File: src/rtl/rc4_ksa_fsm.sv
`default_nettype none
// ============================================================================
//  Module   : rc4_ksa_fsm
//  Function : RC4 key-scheduling FSM that permutes the shared S RAM in place.
//             Macro RC4_KSA_INIT_EN compiles in the identity-fill phase.
//  Revision : 1.0  initial release
// ============================================================================
module rc4_ksa_fsm #(
    parameter int KEY_LENGTH = 3
) (
    input  logic                    clock,
    input  logic                    i_reset,
    input  logic                    start,
    input  logic [8*KEY_LENGTH-1:0] key,
    input  logic [7:0]              s_q,
    output logic                    busy,
    output logic                    finish,
    output logic                    s_wren,
    output logic [7:0]              address,
    output logic [7:0]              data
);

    localparam int KIDX_W = (KEY_LENGTH > 1) ? $clog2(KEY_LENGTH) : 1;
    localparam logic [KIDX_W-1:0] KIDX_LAST = KIDX_W'(KEY_LENGTH - 1);

    typedef enum logic [3:0] {
        IDLE      = 4'd0,
        RD_I_ADDR = 4'd1,
        RD_I      = 4'd2,
        CALC_J    = 4'd3,
        RD_J_ADDR = 4'd4,
        RD_J      = 4'd5,
        WR_I      = 4'd6,
        WR_J      = 4'd7,
        NEXT      = 4'd8,
        DONE      = 4'd9
`ifdef RC4_KSA_INIT_EN
        ,
        INIT_WR   = 4'd10
`endif
    } state_t;

    state_t                    state;
    state_t                    state_next;
    logic [7:0]                i;
    logic [7:0]                i_next;
    logic [7:0]                j;
    logic [7:0]                j_next;
    logic [7:0]                si;
    logic [7:0]                si_next;
    logic [7:0]                sj;
    logic [7:0]                sj_next;
    logic [KIDX_W-1:0]         kidx;
    logic [KIDX_W-1:0]         kidx_next;
    logic [8*KEY_LENGTH-1:0]   key_r;
    logic [8*KEY_LENGTH-1:0]   key_r_next;
    logic [7:0]                key_byte;

    // Byte 0 sits in the most significant byte of the key word.
    always_comb begin
        key_byte = '0;
        for (int k = 0; k < KEY_LENGTH; k++) begin
            if (kidx == KIDX_W'(k)) begin
                key_byte = key_r[8*(KEY_LENGTH-k)-1 -: 8];
            end
        end
    end

    always_ff @(posedge clock) begin
        if (i_reset) begin
            state <= IDLE;
            i     <= '0;
            j     <= '0;
            si    <= '0;
            sj    <= '0;
            kidx  <= '0;
            key_r <= '0;
        end else begin
            state <= state_next;
            i     <= i_next;
            j     <= j_next;
            si    <= si_next;
            sj    <= sj_next;
            kidx  <= kidx_next;
            key_r <= key_r_next;
        end
    end

    always_comb begin
        state_next = state;
        i_next     = i;
        j_next     = j;
        si_next    = si;
        sj_next    = sj;
        kidx_next  = kidx;
        key_r_next = key_r;
        address    = i;
        data       = '0;
        s_wren     = 1'b0;
        finish     = 1'b0;

        case (state)
            IDLE: begin
                if (start) begin
                    key_r_next = key;
                    i_next     = '0;
                    j_next     = '0;
                    kidx_next  = '0;
`ifdef RC4_KSA_INIT_EN
                    state_next = INIT_WR;
`else
                    state_next = RD_I_ADDR;
`endif
                end
            end
`ifdef RC4_KSA_INIT_EN
            INIT_WR: begin
                address = i;
                data    = i;
                s_wren  = 1'b1;
                i_next  = i + 8'd1;
                if (i == 8'd255) begin
                    i_next     = '0;
                    state_next = RD_I_ADDR;
                end
            end
`endif
            RD_I_ADDR: begin
                address    = i;
                state_next = RD_I;
            end
            // Synchronous RAM: data for the address held since RD_I_ADDR is valid now.
            RD_I: begin
                address    = i;
                si_next    = s_q;
                state_next = CALC_J;
            end
            CALC_J: begin
                j_next     = j + si + key_byte;
                state_next = RD_J_ADDR;
            end
            RD_J_ADDR: begin
                address    = j;
                state_next = RD_J;
            end
            RD_J: begin
                address    = j;
                sj_next    = s_q;
                state_next = WR_I;
            end
            // When i==j both writes carry the same original byte, so no special case.
            WR_I: begin
                address    = i;
                data       = sj;
                s_wren     = 1'b1;
                state_next = WR_J;
            end
            WR_J: begin
                address    = j;
                data       = si;
                s_wren     = 1'b1;
                state_next = NEXT;
            end
            NEXT: begin
                i_next    = i + 8'd1;
                kidx_next = (kidx == KIDX_LAST) ? '0 : kidx + 1'b1;
                if (i == 8'd255) begin
                    state_next = DONE;
                end else begin
                    state_next = RD_I_ADDR;
                end
            end
            DONE: begin
                finish     = 1'b1;
                state_next = IDLE;
            end
            default: begin
                state_next = IDLE;
            end
        endcase
    end

    assign busy = (state != IDLE);

endmodule
`default_nettype wire
File: config.mk
export PLATFORM = sky130hd
export DESIGN_NAME = rc4_ksa_fsm
export DESIGN_NICKNAME = d
export VERILOG_FILES = /design/src/rtl/rc4_ksa_fsm.sv
export SDC_FILE = /design/constraint.sdc
export NUM_CORES = 1
export LEC_CHECK = 0
export CORE_AREA = 2 2 78 80
export DETAILED_ROUTE_END_ITERATION = 6
export DIE_AREA = 0 0 80 82
export GPL_TIMING_DRIVEN = 0
export HOLD_SLACK_MARGIN = 0.06
export PLACE_DENSITY_LB_ADDON = 0.15
export SYNTH_ARGS = -nofsm -noshare
export SYNTH_HDL_FRONTEND = slang
export SYNTH_SLANG_ARGS = --single-unit
File: constraint.sdc
create_clock -name clock -period 8.8 [get_ports clock]
set_input_delay 2.64 -clock clock [delete_from_list [all_inputs] [get_ports clock]]
set_output_delay 2.64 -clock clock [all_outputs]
set_load 0.01 [all_outputs]
==> impl_metrics.json, run 1 <==
{
  "num_io_pins": 54,
  "numCtsBuffers": 9,
  "grt_max_degree": 11,
  "crit_slowest_cell": "clkdlybuf4s50_1",
  "use_met2_pct": 41.8,
  "post-route-period-util_pct": 55.6,
  "r2r-start": "kidx[1]$_SDFFE_PP0P_",
  "setup_viol_count_final": 0,
  "dr.pass1.iters": 4,
  "port_buffers": 53,
  "root_buffer": "clkbuf_8",
  "grt-ovfl-total": 0,
  "cpPeakStageDelay_ns": 0.48,
  "initial_core_util_pct": 55.4,
  "synth_seq_cells": 62,
  "synth_edf_count": 0,
  "synth.distinct_cells": 46,
  "slew_headroom_pct": 53.6,
  "antennaDiodeCount": 0,
  "end_kind": "output port",
  "dp_hpwl_um": 5690,
  "dr.first_iter.drc_count": 134,
  "clock_path_buffers": 2,
  "slew_violations": 0,
  "cts_htree_levels": 3,
  "final_util_pct": 69.3,
  "postSynthCellCount": 388,
  "wl_um": 7700,
  "cts_tree": "done",
  "track_usage_pct": 25.2,
  "arrival_ns": 2.25,
  "min_path_cells": 2,
  "vias_per_cell": 5.42,
  "worstHoldStart": "key_r[19]$_SDFFE_PP0P_",
  "critPathTopFamily": "buffers and inverters",
  "worst_pin_slew_ns": 0.695,
  "rsz0062_at_grt": "no",
  "start_kind": "flop",
  "yosys_warnings": 0,
  "clk_pin_slew_ns": 0.06,
  "grt_pass1_vias": 2704,
  "skew_ns": 0.00378,
  "syn_nets": 438,
  "r2r_cells": 12,
  "gp_congestion": 0.844,
  "min_path_type": "reg -> reg",
  "cp.buffers_inverters": 2,
  "die_w_um": 80,
  "cts_num_sinks": 62,
  "die_area_sq_um": 6560,
  "path_max_fanout": 10,
  "vias": 2873,
  "coreArea_sq_um": 5750,
  "final_cell_mix": "nand2_1, dfxtp_1, clkdlybuf4s50_1, a21oi_1, nor2_1",
  "postCtsHoldBufs": 0,
  "path_cells": "buf_2 > or2b_1 > nand3_1 > mux2_2 > clkdlybuf4s50_1",
  "synth_ff_type": "dfxtp_1",
  "drive_above_1_share_pct": 7.03,
  "netlist_area_sq_um": 3180,
  "ys_seq_area_share_pct": 39.0,
  "finalHoldViolCount": 0,
  "status": "completed",
  "die_h_um": 82,
  "fin_tns_setup_ns": 0,
  "async_flop_share_pct": 0,
  "rr_endpoint": "j[7]$_SDFFE_PP0P_",
  "worstSetupPathType": "reg -> out",
  "hold_end": "key_r[19]$_SDFFE_PP0P_",
  "clk_latency_ns": 0.34,
  "p_per_area_nw_per_um2": 165,
  "r2r_setup_slack_ns": 5.39,
  "drt.antenna.violating_nets": 0,
  "rows": 28,
  "cts_resized": 0,
  "crit_required_ns": 6.16,
  "grt_pass1_wl_um": 12600,
  "area_growth_syn_to_layout_pct": 25.1,
  "nets": 502,
  "p_leak_nw": 1.48,
  "post_drt_wl_per_cell_um": 14.5,
  "maxCapViolations": 0,
  "busiest_layer": "met2",
  "post_cts_buffers": 0,
  "drc": 0,
  "ir_drop_uv": 149,
  "grt_use_met3_pct": 6.81,
  "antenna_found_initial": 0,
  "layout_min_cycle_time_ns": 4.89,
  "synth.avg_cell_area_sq_um": 8.20,
  "grtUsageMet1_pct": 31.0,
  "fmax_mhz": 204,
  "mostFrequentLayoutCell": "nand2_1"
}
-- per-layer routing --
layer	vias up	wire length [um]
met4	0	184
met5	-	0
met1	1339	3470
li1	1445	-
met3	17	378
met2	72	3660
-- logic make-up (layout without fill, tap and decap cells) --
kind of cell,Yosys count,after routing,share of synthesized area (%)
compound gates,79,79,14.3
xor+xnor,5,5,1.38
fa+ha+maj,15,15,7.79
buf+inv,32,99,4.52
flops,62,62,39.0
mux,32,32,10.3
simple gates,163,163,22.6
-- synth_stat cells (5+ instances only) --
cell type	instances	area share, %
a21oi_1	45	7.1
a31oi_1	6	1.2
and3_1	5	0.98
clkbuf_1	15	1.8
dfxtp_1	62	39
fa_1	8	5.0
ha_1	7	2.8
inv_1	8	0.94
mux2_2	7	2.5
mux2i_1	25	7.9
nand2_1	82	9.7
nand3_1	9	1.4
nor2_1	42	5.0
nor3_1	6	0.94
o21ai_0	13	2.0
-- registers in the layout (all words and copies together) (netlist names) --
signal	count
kidx	2
state	4
si	8
i	8
sj	8
j	8
key_r	24
-- report_power, final --
part / total [mW] / switching (mW) / internal, mW
clock network: 0.225 / 0.103 / 0.122
logic: 0.124 / 0.0708 / 0.0536
registers: 0.307 / 0.00975 / 0.297
-- worst max-delay path by stage --
stage          slack [ns]  cells after the start                  start          to
5_1_grt              3.78                      5  state[0]$_SDFFE_PP0P_     data[1]
6_report             3.91                      5  state[0]$_SDFFE_PP0P_  address[0]
2_1_floorplan        4.89                      4  state[0]$_SDFFE_PP0P_  address[0]
4_1_cts              3.90                      5  state[0]$_SDFFE_PP0P_  address[0]
3_5_place_dp         4.28                      5  state[0]$_SDFFE_PP0P_  address[0]
3_3_place_gp         4.33                      5  state[0]$_SDFFE_PP0P_     data[2]
-- cell type report --
class                      instances  area [sq um]
clock buffer                      13           169
fill                             475          1770
timing repair buffer              53           531
tap                               75          93.8
multi-input combinational        294          1800
sequential                        62          1240
clock inverter                     1          5.00
inverter                           8          30.0
buffer                            24           114
-- worst reg2reg max path, stage by stage, from the launching register on --
cell and delay [ns]:
dfxtp_1 0.37, buf_1 0.51, mux2i_1 0.17, o21ai_0 0.28, fa_1 0.48, ha_1 0.25
inv_1 0.08, fa_1 0.18, nor2b_1 0.08, o31ai_1 0.31, a21oi_1 0.15, or4_1 0.41
nand3_1 0.07
-- metrics by stage --
| step | hold WS (ns) | instance area [sq um] | std cells | power (mW) | worst slack, ns |
|---|---|---|---|---|---|
| 4_1_cts | 0.457 | 3980 | 530 | 0.658 | 3.90 |
| 6_report | 0.457 | 3980 | 530 | 0.657 | 3.91 |
| 2_1_floorplan | 0.436 | 3180 | 388 | 0.392 | 4.89 |
| 3_5_place_dp | 0.448 | 3800 | 516 | 0.436 | 4.28 |
| 3_3_place_gp | 0.442 | 3800 | 516 | 0.432 | 4.33 |
| 5_1_grt | 0.473 | 3980 | 530 | 0.686 | 3.78 |
Power figures use the tool's default switching activity.
==> inputs of run 2 (changes only) <==
- CORE_AREA: 2 2 78 80 -> 2 2 85 87
- DIE_AREA: 0 0 80 82 -> 0 0 87 89
- clock period: 8.8 -> 4.35 ns (I/O delays scaled with it)
==> run 2 against run 1 <==
Effect of this change: first-iteration DRC count is 0.75% higher; combinational power grew 100%; power up 120%; clock-buffer cell count unchanged; worst hold slack lost 0.0018 ns; register-to-register slack worse by 4.4 ns; sequential power grew 100%; sequential cell count stayed put; wire length down 0.53%; die area up 18%; cell area grew 1.7%; worst setup slack lost 3.1 ns.
==> impl_metrics.json, run 2 (synthesis gave the netlist of run 1 again) <==
{
  "status": "completed",
  "rows": 30,
  "wl_met3_um": 285,
  "fin_ws_ns": 0.820,
  "coreArea_sq_um": 6720,
  "postCtsHoldBufs": 0,
  "grt_max_degree": 11,
  "root_buffer": "clkbuf_8",
  "track_usage_pct": 20.9,
  "p_leak_nw": 1.50,
  "cts_htree_levels": 3,
  "dr.pass1.iters": 4,
  "path_cells": "buf_2 > buf_1 > mux2i_1 > nor2_1 > clkdlybuf4s50_1",
  "cts_num_sinks": 62,
  "p_per_area_nw_per_um2": 362,
  "slew_headroom_pct": 53.5,
  "die_area_sq_um": 7740,
  "layout_min_cycle_time_ns": 3.53,
  "crit_slowest_cell": "buf_1",
  "highest_layer": "met4",
  "clock_path_buffers": 2,
  "finalHoldViolCount": 0,
  "antenna_found_initial": 0,
  "drt.antenna.violating_nets": 0,
  "grt_pass1_wl_um": 12500,
  "grt_pass1_vias": 2534,
  "clk_pin_slew_ns": 0.07,
  "die_h_um": 89,
  "wl_met2_um": 3620,
  "vias_per_cell": 5.20,
  "vias": 2793,
  "min_path_type": "reg -> reg",
  "final_cell_mix": "nand2_1, dfxtp_1, clkdlybuf4s50_1, a21oi_1, nor2_1",
  "gp_congestion": 0.826,
  "cpPeakStageDelay_ns": 0.56,
  "post_cts_buffers": 0,
  "largest_register": "key_r",
  "cts_tree": "done",
  "path_max_fanout": 10,
  "initial_core_util_pct": 47.3,
  "rsz0062_at_grt": "no",
  "drc": 0,
  "area_growth_syn_to_layout_pct": 27.2,
  "post-route-period-util_pct": 81.1,
  "crit_required_ns": 3.04,
  "detailedPlace.worstSlack_ns": 1.01,
  "clk_latency_ns": 0.34,
  "fin_tns_setup_ns": 0,
  "end_kind": "output port",
  "start_kind": "flop",
  "post_drt_wl_per_cell_um": 14.3,
  "largest_reg_flops": 24,
  "nets": 502,
  "cts_resized": 0,
  "worst_pin_slew_ns": 0.697,
  "skew_ns": 0.00935,
  "slew_violations": 0,
  "mostFrequentLayoutCell": "nand2_1",
  "arrival_ns": 2.22,
  "die_w_um": 87,
  "num_io_pins": 54,
  "port_buffers": 53,
  "maxCapViolations": 0,
  "dp_hpwl_um": 5700,
  "fmax_mhz": 283,
  "setup_viol_count_final": 0,
  "antennaDiodeCount": 0,
  "wl_um": 7650,
  "dr.first_iter.drc_count": 135,
  "worstSetupPathType": "reg -> out",
  "ir_drop_uv": 167,
  "drive_above_1_share_pct": 7.44,
  "numCtsBuffers": 9,
  "grt-ovfl-total": 0,
  "wirelength_met1_um": 3640
}
-- run 2: report_power, final --
part,internal [mW],total (mW),switching (mW)
Clock,0.369,0.593,0.224
Sequential,0.601,0.621,0.0204
Combinational,0.108,0.250,0.142
Total,1.08,1.46,0.387
-- run 2: per-layer routing --
metal	vias to the layer above	GRT usage, %
li1	1449	-
met1	1276	28.2
met2	58	33.9
met3	10	3.42
met4	0	7.67
met5	-	0
-- run 2: worst max-delay path, delay by kind of cell, from the launching register on --
kind,cells,cell delay [ns]
muxes,1,0.17
and+or+nand+nor,1,0.12
buffers and inverters,3,1.30
DFF,1,0.30
-- run 2: stage by stage --
step / util, % / power, mW / cells / hold slack (ns) / area (sq um)
2_1_floorplan: - / 0.793 / 388 / 0.436 / 3180
3_3_place_gp: 56.7 / 0.877 / 521 / 0.442 / 3810
3_5_place_dp: 56.7 / 0.883 / 521 / 0.447 / 3810
4_1_cts: 60.2 / 1.47 / 537 / 0.457 / 4050
5_1_grt: 60.2 / 1.53 / 537 / 0.468 / 4050
6_report: 60.2 / 1.46 / 537 / 0.455 / 4050
-- run 2: final timing paths --
check | startpoint | end | slack [ns] | cells after the start
worst max register to register | kidx[1]$_SDFFE_PP0P_ | j[7]$_SDFFE_PP0P_ | 1.00 | 12
worst min-delay path | key_r[19]$_SDFFE_PP0P_ | key_r[19]$_SDFFE_PP0P_ | 0.45 | 2
worst max-delay path | state[0]$_SDFFE_PP0P_ | data[2] | 0.82 | 5
worst min register to register | key_r[19]$_SDFFE_PP0P_ | key_r[19]$_SDFFE_PP0P_ | 0.45 | 2
-- run 2: layout make-up --
cell class	instances	area [sq um]
Fill cell	628	2670
Tap cell	80	100
Buffer	24	114
Timing Repair Buffer	53	531
Sequential cell	62	1240
Clock buffer	13	169
Clock inverter	3	65.1
Inverter	8	30.0
Multi-Input combinational cell	294	1800
==> inputs of run 3 (changes only) <==
- CORE_AREA: 2 2 85 87 -> 2 2 81 83
- DIE_AREA: 0 0 87 89 -> 0 0 83 85
- clock period: 4.35 -> 3.4 ns (I/O delays scaled with it)
==> run 3 against run 2 <==
Effect of this change: via count rose by 2.1%; die area shrank 8.9%; sequential cell count is the same; cell count fell by 0.74%; combinational power rose by 27%; sequential share of layout area up 0.22 points; worst setup slack lost 0.67 ns; clock power is 15% higher.
==> impl_metrics.json, run 3 (synthesis gave the netlist of run 1 again) <==
{
  "setup_viol_count_final": 0,
  "p_per_area_nw_per_um2": 447,
  "root_buffer": "clkbuf_8",
  "start_kind": "flop",
  "area_growth_syn_to_layout_pct": 26.3,
  "dr.first_iter.drc_count": 88,
  "dr.pass1.iters": 4,
  "power_mw": 1.79,
  "rr_endpoint": "j[7]$_SDFFE_PP0P_",
  "path_depth": 5,
  "postCtsHoldBufs": 0,
  "path_cells": "buf_2 > buf_1 > mux2i_1 > nor2_1 > clkdlybuf4s50_1",
  "die_w_um": 83,
  "fmax_mhz": 308,
  "r2r-start": "kidx[1]$_SDFFE_PP0P_",
  "cts_htree_levels": 3,
  "port_buffers": 53,
  "drive_above_1_share_pct": 7.68,
  "largest_register": "key_r",
  "rsz0062_at_grt": "no",
  "maxCapViolations": 0,
  "ir_drop_uv": 362,
  "worst_pin_slew_ns": 0.689,
  "wl_um": 7610,
  "grt-ovfl-total": 0,
  "cp.buffers_inverters": 3,
  "vias_per_cell": 5.35,
  "initial_core_util_pct": 51.3,
  "largest_reg_flops": 24,
  "antennaDiodeCount": 0,
  "grt_pass1_wl_um": 12600,
  "min_path_cells": 2,
  "critPathTopFamily": "buffers and inverters",
  "cts_num_sinks": 62,
  "final_cell_mix": "nand2_1, dfxtp_1, clkdlybuf4s50_1, a21oi_1, nor2_1",
  "skew_ns": 0.00833,
  "arrival_ns": 2.23,
  "grt_pass1_vias": 2682,
  "vias": 2853,
  "antenna_found_initial": 0,
  "end_kind": "output port",
  "mostFrequentLayoutCell": "nand2_1",
  "coreArea_sq_um": 6200,
  "r2r_cells": 10,
  "track_usage_pct": 22.5,
  "slew_headroom_pct": 54.1,
  "slew_violations": 0,
  "grt_max_degree": 11,
  "die_h_um": 85,
  "cts_tree": "done",
  "clk_latency_ns": 0.35,
  "crit_slowest_cell": "buf_1",
  "clk_pin_slew_ns": 0.07,
  "clock_path_buffers": 2,
  "gp_congestion": 0.884,
  "nets": 502,
  "endpoint": "data[1]",
  "finalHoldViolCount": 0,
  "fin_tns_setup_ns": 0,
  "numCtsBuffers": 9,
  "cp-startpoint": "state[0]$_SDFFE_PP0P_",
  "worstSetupPathType": "reg -> out",
  "post-route-period-util_pct": 95.5,
  "post_cts_buffers": 0,
  "min_path_type": "reg -> reg",
  "layout_min_cycle_time_ns": 3.25,
  "num_io_pins": 54,
  "path_max_fanout": 10,
  "drc": 0,
  "drt.antenna.violating_nets": 0,
  "p_leak_nw": 1.49,
  "crit_required_ns": 2.38,
  "cpPeakStageDelay_ns": 0.55,
  "nFillCells": 567,
  "die_area_sq_um": 7060,
  "status": "completed",
  "whs_ns": 0.455,
  "rows": 29,
  "r2r_setup_slack_ns": 0.28,
  "post_drt_wl_per_cell_um": 14.3,
  "dp_hpwl_um": 5750
}
## run 3: what timing repair did
action,4_1_cts,5_1_grt
hold endpoints to repair,0,0
gates resized for setup,0,1
setup endpoints to repair,0,1
## run 3: metal layers
layer | vias to the layer above | global-route usage [%] | part of all wire, %
li1 | 1447 | - | -
met1 | 1328 | 28.6 | 46
met2 | 64 | 37.5 | 48
met3 | 14 | 3.99 | 4.4
met4 | 0 | 10.4 | 2.1
met5 | - | 0 | 0
## run 3: worst min-delay path, cell delays in order, from the launching register on
cell and delay [ns]:
dfxtp_1 0.31, nand2_1 0.05, a21oi_1 0.05
## run 3: layout make-up
type | instances | area (sq um) | share of cell area (%)
multi-input combinational | 294 | 1800 | 44.7
sequential | 62 | 1240 | 30.9
timing repair buffer | 53 | 531 | 13.2
clock buffer | 12 | 165 | 4.11
buffer | 24 | 115 | 2.87
tap | 77 | 96.3 | 2.40
clock inverter | 3 | 42.5 | 1.06
inverter | 8 | 30.0 | 0.748
## run 3: worst min path at each step
| stage | slack, ns | start | end |
|---|---|---|---|
| CTS | 0.46 | key_r[0]$_SDFFE_PP0P_ | key_r[0]$_SDFFE_PP0P_ |
| finish | 0.45 | key_r[0]$_SDFFE_PP0P_ | key_r[0]$_SDFFE_PP0P_ |
| global route | 0.48 | key_r[1]$_SDFFE_PP0P_ | key_r[1]$_SDFFE_PP0P_ |
| detailed placement | 0.45 | key_r[0]$_SDFFE_PP0P_ | key_r[0]$_SDFFE_PP0P_ |
| global placement | 0.44 | key_r[20]$_SDFFE_PP0P_ | key_r[20]$_SDFFE_PP0P_ |
| floorplan | 0.44 | key_r[16]$_SDFFE_PP0P_ | key_r[16]$_SDFFE_PP0P_ |
## run 3: where the power goes
group          internal [mW]  leakage (nW)  total, mW  switching (mW)
combinational          0.138         0.884      0.318           0.180
clock                  0.393         0.104      0.680           0.287
sequential             0.769         0.504      0.796          0.0269
total                   1.30          1.49       1.79           0.493
## run 3: through the flow
| stage | area, sq um | std cells | setup WS [ns] | utilization, % |
|---|---|---|---|---|
| after floorplan | 3180 | 388 | 0.540 | - |
| after global placement | 3810 | 518 | 0.181 | 61.4 |
| after detailed placement | 3810 | 518 | 0.0850 | 61.4 |
| after CTS | 4020 | 533 | 0.0560 | 64.7 |
| after global routing | 4020 | 533 | 0.0567 | 64.7 |
| final | 4020 | 533 | 0.154 | 64.7 |
